===== config.mk =====
export PLATFORM = sky130hd
export DESIGN_NAME = tvip_clock_monitor
export DESIGN_NICKNAME = d
export VERILOG_FILES = /design/src/rtl/tvip_clock_monitor.sv
export SDC_FILE = /design/constraint.sdc
export NUM_CORES = 1
export LEC_CHECK = 0
export ABC_AREA = 1
export BUFFER_PORTS_ARGS = -buffer_cell sky130_fd_sc_hd__buf_2
export CORE_MARGIN = 2
export CORE_UTILIZATION = 57
export DETAILED_ROUTE_END_ITERATION = 7
export PLACE_DENSITY = 0.95
export SYNTH_ARGS = -nofsm -noshare
export SYNTH_HDL_FRONTEND = slang
export SYNTH_SLANG_ARGS = --single-unit

===== constraint.sdc =====
create_clock -name clk -period 2.33 [get_ports clk]
set_input_delay 0.1165 -clock clk [delete_from_list [all_inputs] [get_ports clk]]
set_output_delay 0.1165 -clock clk [all_outputs]
set_load 0.05 [all_outputs]

===== src/rtl/tvip_clock_monitor.sv =====
// Measures the period of an asynchronous monitored clock in clk cycles and tracks its start/stop.
// Optional min/max/jitter tracking is built when TVIP_CLOCK_MONITOR_JITTER_CHECK_EN is defined.
//
// state   | meaning
// IDLE    | after reset/clear, waiting for the first monitored rise
// MEASURE | one rise seen, counting toward the first period
// RUNNING | periods are being measured on every rise
// STOPPED | no rise within TIMEOUT_CYCLES; last period kept but invalid
module tvip_clock_monitor #(
    parameter int COUNTER_WIDTH    = 16,
    parameter int SYNC_STAGES      = 2,
    parameter int TIMEOUT_CYCLES   = 1024,
    parameter int JITTER_TOLERANCE = 1
) (
    input  logic                     clk,
    input  logic                     rst_n,
    input  logic                     i_mon_clk,
    input  logic                     i_clear,
    output logic [COUNTER_WIDTH-1:0] o_period,
    output logic                     o_period_valid,
    output logic                     o_period_update,
    output logic                     o_running,
    output logic                     o_stopped,
    output logic [COUNTER_WIDTH-1:0] o_min_period,
    output logic [COUNTER_WIDTH-1:0] o_max_period,
    output logic                     o_jitter_error
);

    typedef enum logic [1:0] {IDLE, MEASURE, RUNNING, STOPPED} state_t;

    localparam logic [COUNTER_WIDTH-1:0] CNT_MAX    = '1;
    localparam logic [COUNTER_WIDTH-1:0] TIMEOUT_M1 = COUNTER_WIDTH'(TIMEOUT_CYCLES - 1);

    state_t                   state, state_next;
    logic [SYNC_STAGES-1:0]   sync;
    logic                     hist;
    logic                     rise;
    logic [COUNTER_WIDTH-1:0] count;
    logic [COUNTER_WIDTH-1:0] period_meas;
    logic                     timeout;
    logic                     write;

    always_ff @(posedge clk or negedge rst_n) begin
        if (!rst_n) begin
            sync <= '0;
            hist <= 1'b0;
        end else begin
            sync <= {sync[SYNC_STAGES-2:0], i_mon_clk};
            hist <= sync[SYNC_STAGES-1];
        end
    end

    assign rise        = sync[SYNC_STAGES-1] & ~hist;
    assign timeout     = (count == TIMEOUT_M1);
    assign period_meas = (count == CNT_MAX) ? CNT_MAX : count + 1'b1;

    always_comb begin
        state_next = state;
        write      = 1'b0;
        if (i_clear) begin
            state_next = IDLE;
        end else begin
            case (state)
                IDLE: if (rise) state_next = MEASURE;
                MEASURE: begin
                    if (rise) begin
                        state_next = RUNNING;
                        write      = 1'b1;
                    end else if (timeout) begin
                        state_next = STOPPED;
                    end
                end
                RUNNING: begin
                    if (rise) write = 1'b1;
                    else if (timeout) state_next = STOPPED;
                end
                STOPPED: if (rise) state_next = MEASURE;
                default: state_next = IDLE;
            endcase
        end
    end

    always_ff @(posedge clk or negedge rst_n) begin
        if (!rst_n) begin
            state <= IDLE;
            count <= '0;
        end else begin
            state <= state_next;
            if (i_clear || rise || state == IDLE) count <= '0;
            else if (count != CNT_MAX) count <= count + 1'b1;
        end
    end

    always_ff @(posedge clk or negedge rst_n) begin
        if (!rst_n) begin
            o_period        <= '0;
            o_period_valid  <= 1'b0;
            o_period_update <= 1'b0;
        end else begin
            o_period_update <= write;
            if (i_clear) begin
                o_period       <= '0;
                o_period_valid <= 1'b0;
            end else if (write) begin
                o_period       <= period_meas;
                o_period_valid <= 1'b1;
            end else if (state_next == STOPPED) begin
                o_period_valid <= 1'b0;
            end
        end
    end

    assign o_running = (state == RUNNING);
    assign o_stopped = (state == STOPPED);

`ifdef TVIP_CLOCK_MONITOR_JITTER_CHECK_EN
    logic [COUNTER_WIDTH-1:0] prev_period;
    logic [COUNTER_WIDTH-1:0] delta;

    assign delta = (period_meas > prev_period) ? period_meas - prev_period
                                               : prev_period - period_meas;

    // The first period after MEASURE seeds min/max and is never compared.
    always_ff @(posedge clk or negedge rst_n) begin
        if (!rst_n) begin
            prev_period    <= '0;
            o_min_period   <= '0;
            o_max_period   <= '0;
            o_jitter_error <= 1'b0;
        end else if (i_clear) begin
            prev_period    <= '0;
            o_min_period   <= '0;
            o_max_period   <= '0;
            o_jitter_error <= 1'b0;
        end else if (write) begin
            prev_period <= period_meas;
            if (state == MEASURE) begin
                o_min_period <= period_meas;
                o_max_period <= period_meas;
            end else begin
                if (period_meas < o_min_period) o_min_period <= period_meas;
                if (period_meas > o_max_period) o_max_period <= period_meas;
                if (delta > COUNTER_WIDTH'(JITTER_TOLERANCE)) o_jitter_error <= 1'b1;
            end
        end
    end
`else
    assign o_min_period   = '0;
    assign o_max_period   = '0;
    assign o_jitter_error = 1'b0;
`endif

endmodule


==> results of run 1 <==
==> flip-flops by register name, indices dropped and copies added (netlist names) <==
| signal | count |
|---|---|
| count | 16 |
| o_period | 16 |
| state | 2 |
| sync | 2 |
| hist | 1 |
| o_period_update | 1 |
| o_period_valid | 1 |
==> where the power goes <==
group	leakage, nW	switching [mW]	total, mW	internal, mW
combinational	0.734	0.175	0.194	0.0192
sequential	0.538	0.00463	0.688	0.683
clock	0.0612	0.236	0.582	0.346
total	1.33	0.416	1.46	1.05
==> worst max-delay path, cell delays in order, from the launching register on <==
cell     delay, ns
dfrtp_1       0.40
ha_1          0.23
nand3_2       0.13
nor2_2        0.14
nand2_1       0.07
nor2_2        0.40
nand2_1       0.25
o21ai_1       0.20
==> metal layers <==
layer | up-vias | part of all wire, %
li1 | 824 | -
met1 | 818 | 41
met2 | 72 | 50
met3 | 11 | 6.8
met4 | 0 | 1.6
met5 | - | 0
==> cell families (layout without fill, tap and decap cells) <==
| group | count (synthesis) | in the layout | synth area share, % |
|---|---|---|---|
| AOI/OAI and AO/OA | 30 | 30 | 7.35 |
| xor gates and xnor gates | 6 | 6 | 2.41 |
| adders and majority gates | 5 | 5 | 2.87 |
| buffers and inverters | 63 | 60 | 16.9 |
| DFF | 39 | 39 | 44.8 |
| other | 1 | 33 | 0.172 |
| and+or+nand+nor | 126 | 126 | 25.5 |
==> what timing repair did <==
action	in CTS	in global routing
hold buffers	2	0
hold endpoints to repair	40	0
setup buffers	0	0
==> final cells by class <==
type / count / area share (%)
multi-input cells: 200 / 40.7
repair buffers: 25 / 5.76
well taps: 48 / 2.56
flip-flops and latches: 39 / 41.6
clock buffers: 6 / 3.52
clock inverters: 2 / 1.49
inverters: 27 / 4.32
==> final timing paths <==
| path | to | from | cells after the start |
|---|---|---|---|
| worst max register to register | count[0]$_DFFE_PN0P_ | count[1]$_DFFE_PN0P_ | 7 |
| worst min register to register | sync[1]$_DFF_PN0_ | sync[0]$_DFF_PN0_ | 0 |
| max in group asynchronous | count[10]$_DFFE_PN0P_ | rst_n | 2 |
| min in group asynchronous | o_period[2]$_DFFE_PN0P_ | rst_n | 2 |
| worst max-delay path | count[0]$_DFFE_PN0P_ | count[1]$_DFFE_PN0P_ | 7 |
| worst min-delay path | state[1]$_DFF_PN0_ | i_clear | 2 |
==> through the flow <==
stage | instance area [µm²] | util (%) | instances
final | 2340 | 64.0 | 347
after CTS | 2340 | 64.0 | 347
after floorplan | 2300 | - | 302
after global routing | 2340 | 64.0 | 347
after global placement | 2210 | 60.3 | 337
after detailed placement | 2210 | 60.3 | 337
==> cell usage in the layout (no fill, tap or decap), types with 2 or more instances in the layout <==
| cell | Yosys | routed |
|---|---|---|
| xor2_1 | 5 | 5 |
| inv_1 | 26 | 26 |
| or2_2 | 2 | 2 |
| nand3_1 | 11 | 11 |
| buf_2 | 1 | 23 |
| nor2_1 | 23 | 23 |
| nor2_2 | 6 | 6 |
| o21ai_0 | 12 | 12 |
| o21ai_1 | 9 | 9 |
| clkbuf_8 | 0 | 6 |
| nand2_1 | 75 | 75 |
| conb_1 | 1 | 33 |
| dlygate4sd3_1 | 0 | 2 |
| dfrtp_1 | 39 | 39 |
| nand4_1 | 3 | 3 |
| ha_1 | 5 | 5 |
| a21oi_1 | 5 | 5 |
==> metrics, run 1 <==
gr busiest metal met2; WL per Instance 12.4 µm; vias in the first global route 1643; Worst slew margin 45.2%; GR Layer Usage met3 4.09%; CP arrival 2.13 ns; Leakage 1.33 nW; IO Port Bufs 23; drt first pass iters 5; nets@finish 307; final worst slack 0.420 ns; Achievable Freq 0.524 GHz; area leader, netlist dfrtp_1; GR Util met1 27.9%; antenna violations before repair 0; Sink Count 39; CP Launch Type flip-flop; final setup violation count 0; max-cap viol count 0; worst hold path type in2reg; DP HPWL 3080 µm; Initial Utilization 59.5%; largest net degree at the start of global routing 40; CP Max Fanout 12; YS warnings 0; FF+latch count, synth 39; RSZ-0062 raised after global routing false; Max IR drop VDD 0.447 mV; Final Max Tran Viols 0; final setup TNS 0 ns; Main synth FF type dfrtp_1; total number of vias 1725; Worst Tran Pin Value 0.822 ns; number of buffers created by CTS 5; Setup Skew 0.00476 ns; Fill cells 323; ranking of synthesized cells by area dfrtp_1, nand2_1, buf_4; Overflow after GRT 0; Crit Path Category reg2reg; EDFF count, synth 0; Synth-to-Final Area Change 7.58%; Clock transition at path regs 0.07 ns; Die Y 65.8 µm; DRC Markers 0; Post-Route WL 4310 µm; top cells by count, synth nand2_1, dfrtp_1, buf_4, inv_1, nor2_1; hold slack 0.130 ns; Antenna Cells 0; Final Hold Fails 0; die area 4330 µm²; Final min period 1.91 ns; Seq/Total Area, Yosys 44.8%; part of the cycle the worst path needs 82.0%; CTS max path bufs 2; gr usage total 22.4%; P per Cell Area 624 nW/µm²; CP Data Required Time 2.55 ns; FF+latch area 976 µm²; multi-input combinational cell area 955 µm²; first-pass GRT wire length 7330 µm; Final Wtd Congestion 0.953; Post-Syn Area 2180 µm²; reg-to-reg slack, setup 0.42 ns; top cell type's share of synthesized area 44.8%; initial DRC count 56; Final Power 1.46 mW; CORE AREA 3660 µm²; most common cell in the netlist nand2_1; clk_lat worst skew 0.30 ns; die span in x 65.8 µm; met2 usage 38.1%; mean post-synth cell area 8.07 µm²; I/O pins 57; H-tree levels 2; clock root cell clkbuf_8; worst slack, placed 0.478 ns; outcome finished, final reports clean; async set-reset flop share out of synthesis 100%; ANT nets after route 0; Post-Syn Instances 270; TritonCTS clock tree done; via density per instance 4.97; CTS-repair resized insts 0; Unique masters post-synth 30; Core Rows 22; fraction of layout cells with a size suffix above 1 15.1%; critical path capture point type flip-flop
Note: power is estimated with default switching activity, not from simulation.
==> run 2: changes to the inputs <==
ABC_AREA = 0   (was 1)
CORE_UTILIZATION = 48   (was 57)
PLACE_DENSITY = 0.87   (was 0.95)
clock period = 1.6 ns   (was 2.33 ns; I/O delays follow)
==> run 2 against run 1 <==
Effect of this change: cell area rose by 22%; clock-buffer cell count rose by 1; die area rose by 26%; clock skew rose by 0.0026 ns; clock power rose by 11%; wire length rose by 35%; via count rose by 16%; register-to-register slack got worse by 0.39 ns; critical path type unchanged; highest routed layer unchanged.
==> metrics, run 2 <==
via density per instance 5.45 (+9.7%); Final min period 1.57 ns (-0.335 ns); async set-reset flop share out of synthesis 100% (unchanged); Final Max Tran Viols 0 (unchanged); ranking of synthesized cells by area dfrtp_1, buf_4, nand3_1; reg-to-reg slack, setup 0.03 ns (-0.39 ns); Unique masters post-synth 49 (+63%); P per Cell Area 782 nW/µm² (+25%); IO Port Bufs 23 (unchanged); Crit Path Category reg2reg; Die Y 73.9 µm (+12%); die span in x 73.9 µm (+12%); critical path capture point type flip-flop; Post-Syn Instances 243 (-10%); largest net degree at the start of global routing 26 (-35%); final setup TNS 0 ns (unchanged); DRC Markers 0 (unchanged); Crit-path slowest cell dfrtp_1; EDFF count, synth 0 (unchanged); FF+latch count, synth 39 (unchanged); clock root cell clkbuf_8; antenna violations before repair 0 (unchanged); Leakage 1.35 nW (+1.1%); WL per Instance 15.9 µm (+28%); CP arrival 1.74 ns (-0.39 ns); Initial Utilization 49.6% (-9.9 points); I/O pins 57 (unchanged); outcome finished, final reports clean; drt first pass iters 4 (-1); CORE AREA 4720 µm² (+29%); mean post-synth cell area 9.64 µm² (+19%); gr usage total 21.3% (-1.1 points); Post-Layout Cell Count 366 (+5.5%); ANT nets after route 0 (unchanged); YS warnings 0 (unchanged); die area 5460 µm² (+26%); TritonCTS clock tree done; vias in the first global route 1854 (+13%); Max IR drop VDD 0.617 mV (+38%); total number of vias 1996 (+16%); H-tree levels 2 (unchanged); Antenna Cells 0 (unchanged); fraction of layout cells with a size suffix above 1 34.4% (+19 points); Final Hold Fails 0 (unchanged); first-pass GRT wire length 8900 µm (+21%); Synth-to-Final Area Change 21.9%; Core Rows 25 (+14%); top cells by count, synth dfrtp_1, buf_4, nand3_1, a21oi_1, o21ai_0; part of the cycle the worst path needs 98.4% (+16 points); area leader, netlist dfrtp_1; dpl cells 353 (+4.7%); crit-path cells ha_2, nor4bb_2, nand4_1, a211oi_2, a31oi_1; CP Data Required Time 1.77 ns (-0.78 ns); most common cell in the netlist dfrtp_1; Fill cells 407 (+26%); Main synth FF type dfrtp_1; number of buffers created by CTS 5 (unchanged); CTS max path bufs 2 (unchanged); Post-Route WL 5800 µm (+35%); Clock transition at path regs 0.07 ns (about the same); initial DRC count 174 (+210%); top cell type's share of synthesized area 41.6% (-3.1 points); clk_lat worst skew 0.29 ns (about the same); Overflow after GRT 0 (unchanged); Sink Count 39 (unchanged); Seq/Total Area, Yosys 41.6% (-3.1 points); max-cap viol count 0 (unchanged); Setup Skew 0.00740 ns (+0.00263 ns); Final Power 2.23 mW (+53%); Achievable Freq 0.635 GHz (+21%); Post-Syn Area 2340 µm² (+7.5%); RSZ-0062 raised after global routing true; biggest regs count: 16 flops, o_period: 16 flops; worst hold path type in2reg; CP Max Fanout 4 (-8); CP Launch Type flip-flop; nets@finish 307 (unchanged); final setup violation count 0 (unchanged); most frequent cells in the layout conb_1, dfrtp_1, buf_4; Final Wtd Congestion 0.931 (-2.4%); CP peak stage delay 0.36 ns (-0.04 ns); DP HPWL 3960 µm (+29%)
## run 2: cell types whose count changed after synthesis, moves of 5 or more
cell,change
a31oi_1,+7
nor4_1,+5
nand2_1,-71
nor3_1,+9
nand3_1,+7
nor2_2,-5
o21ai_1,-9
nor2_1,-10
inv_1,-21
a21oi_1,+9
a211oi_1,+7
## run 2: timing repair
item	in CTS	in global routing
setup endpoints to repair	2	16
setup buffers	0	2
gates cloned	0	1
pin swaps	0	6
gates resized for setup	2	32
hold buffers	2	0
endpoints found under the hold margin	20	0
## run 2: logic make-up (layout without fill, tap and decap cells)
group | count (synthesis) | count (layout) | share of synthesized area (%)
AOI/OAI and AO/OA | 60 | 60 | 17.3
xor gates and xnor gates | 5 | 5 | 1.87
adders and majority gates | 5 | 5 | 2.67
buffers and inverters | 51 | 75 | 15.2
DFF | 39 | 39 | 41.6
other | 1 | 33 | 0.160
and+or+nand+nor | 82 | 82 | 21.1
## run 2: layout make-up
cell class	count	area [µm²]	share of cell area, %
sequential	39	983	34.4
inverter	5	18.8	0.657
multi-input combinational	185	1230	42.9
clock inverter	1	5.00	0.175
timing repair buffer	62	463	16.2
clock buffer	7	76.3	2.67
tap	67	83.8	2.93
## run 2: metrics by stage
step                util (%)  hold WS [ns]  instance area (µm²)  worst slack [ns]
detailed placement      55.3        0.0694                 2610           0.00160
finish                  60.5         0.114                 2860            0.0255
global route            60.5         0.131                 2860           -0.0933
floorplan                  -        -0.216                 2470           -0.0289
CTS                     57.8        0.0792                 2730            0.0145
global placement        55.3        0.0554                 2610            0.0300
## run 2: power by group
part	internal, mW	total, mW	switching (mW)	leakage, nW
Clock	0.306	0.646	0.340	0.0422
Sequential	1.02	1.04	0.0178	0.526
Combinational	0.138	0.551	0.414	0.779
## run 2: worst max-delay path: cells and delay by family, from the launching register on
family	cells	cell delay [ns]
AO/OA/AOI/OAI	2	0.33
adder cells (fa/ha/maj)	1	0.23
AND/OR/NAND/NOR	2	0.54
flip-flops	1	0.36
## run 2: path summary, 6_finish.rpt
check | start | endpoint | depth (start not counted)
setup / recovery | count[0]$_DFFE_PN0P_ | o_period_valid$_DFFE_PN0P_ | 5
hold / removal | i_clear | o_period_update$_DFF_PN0_ | 2
setup reg to reg | count[0]$_DFFE_PN0P_ | o_period_valid$_DFFE_PN0P_ | 5
hold reg to reg | sync[0]$_DFF_PN0_ | sync[1]$_DFF_PN0_ | 0
max in group asynchronous | rst_n | count[13]$_DFFE_PN0P_ | 3
min in group asynchronous | rst_n | o_period[4]$_DFFE_PN0P_ | 2
## run 2: metal layers
metal  part of all wire (%)  GRT usage [%]
met1                     40           28.2
met4                    3.1           5.66
met5                      0              0
met2                     51           35.8
met3                    6.0           3.70
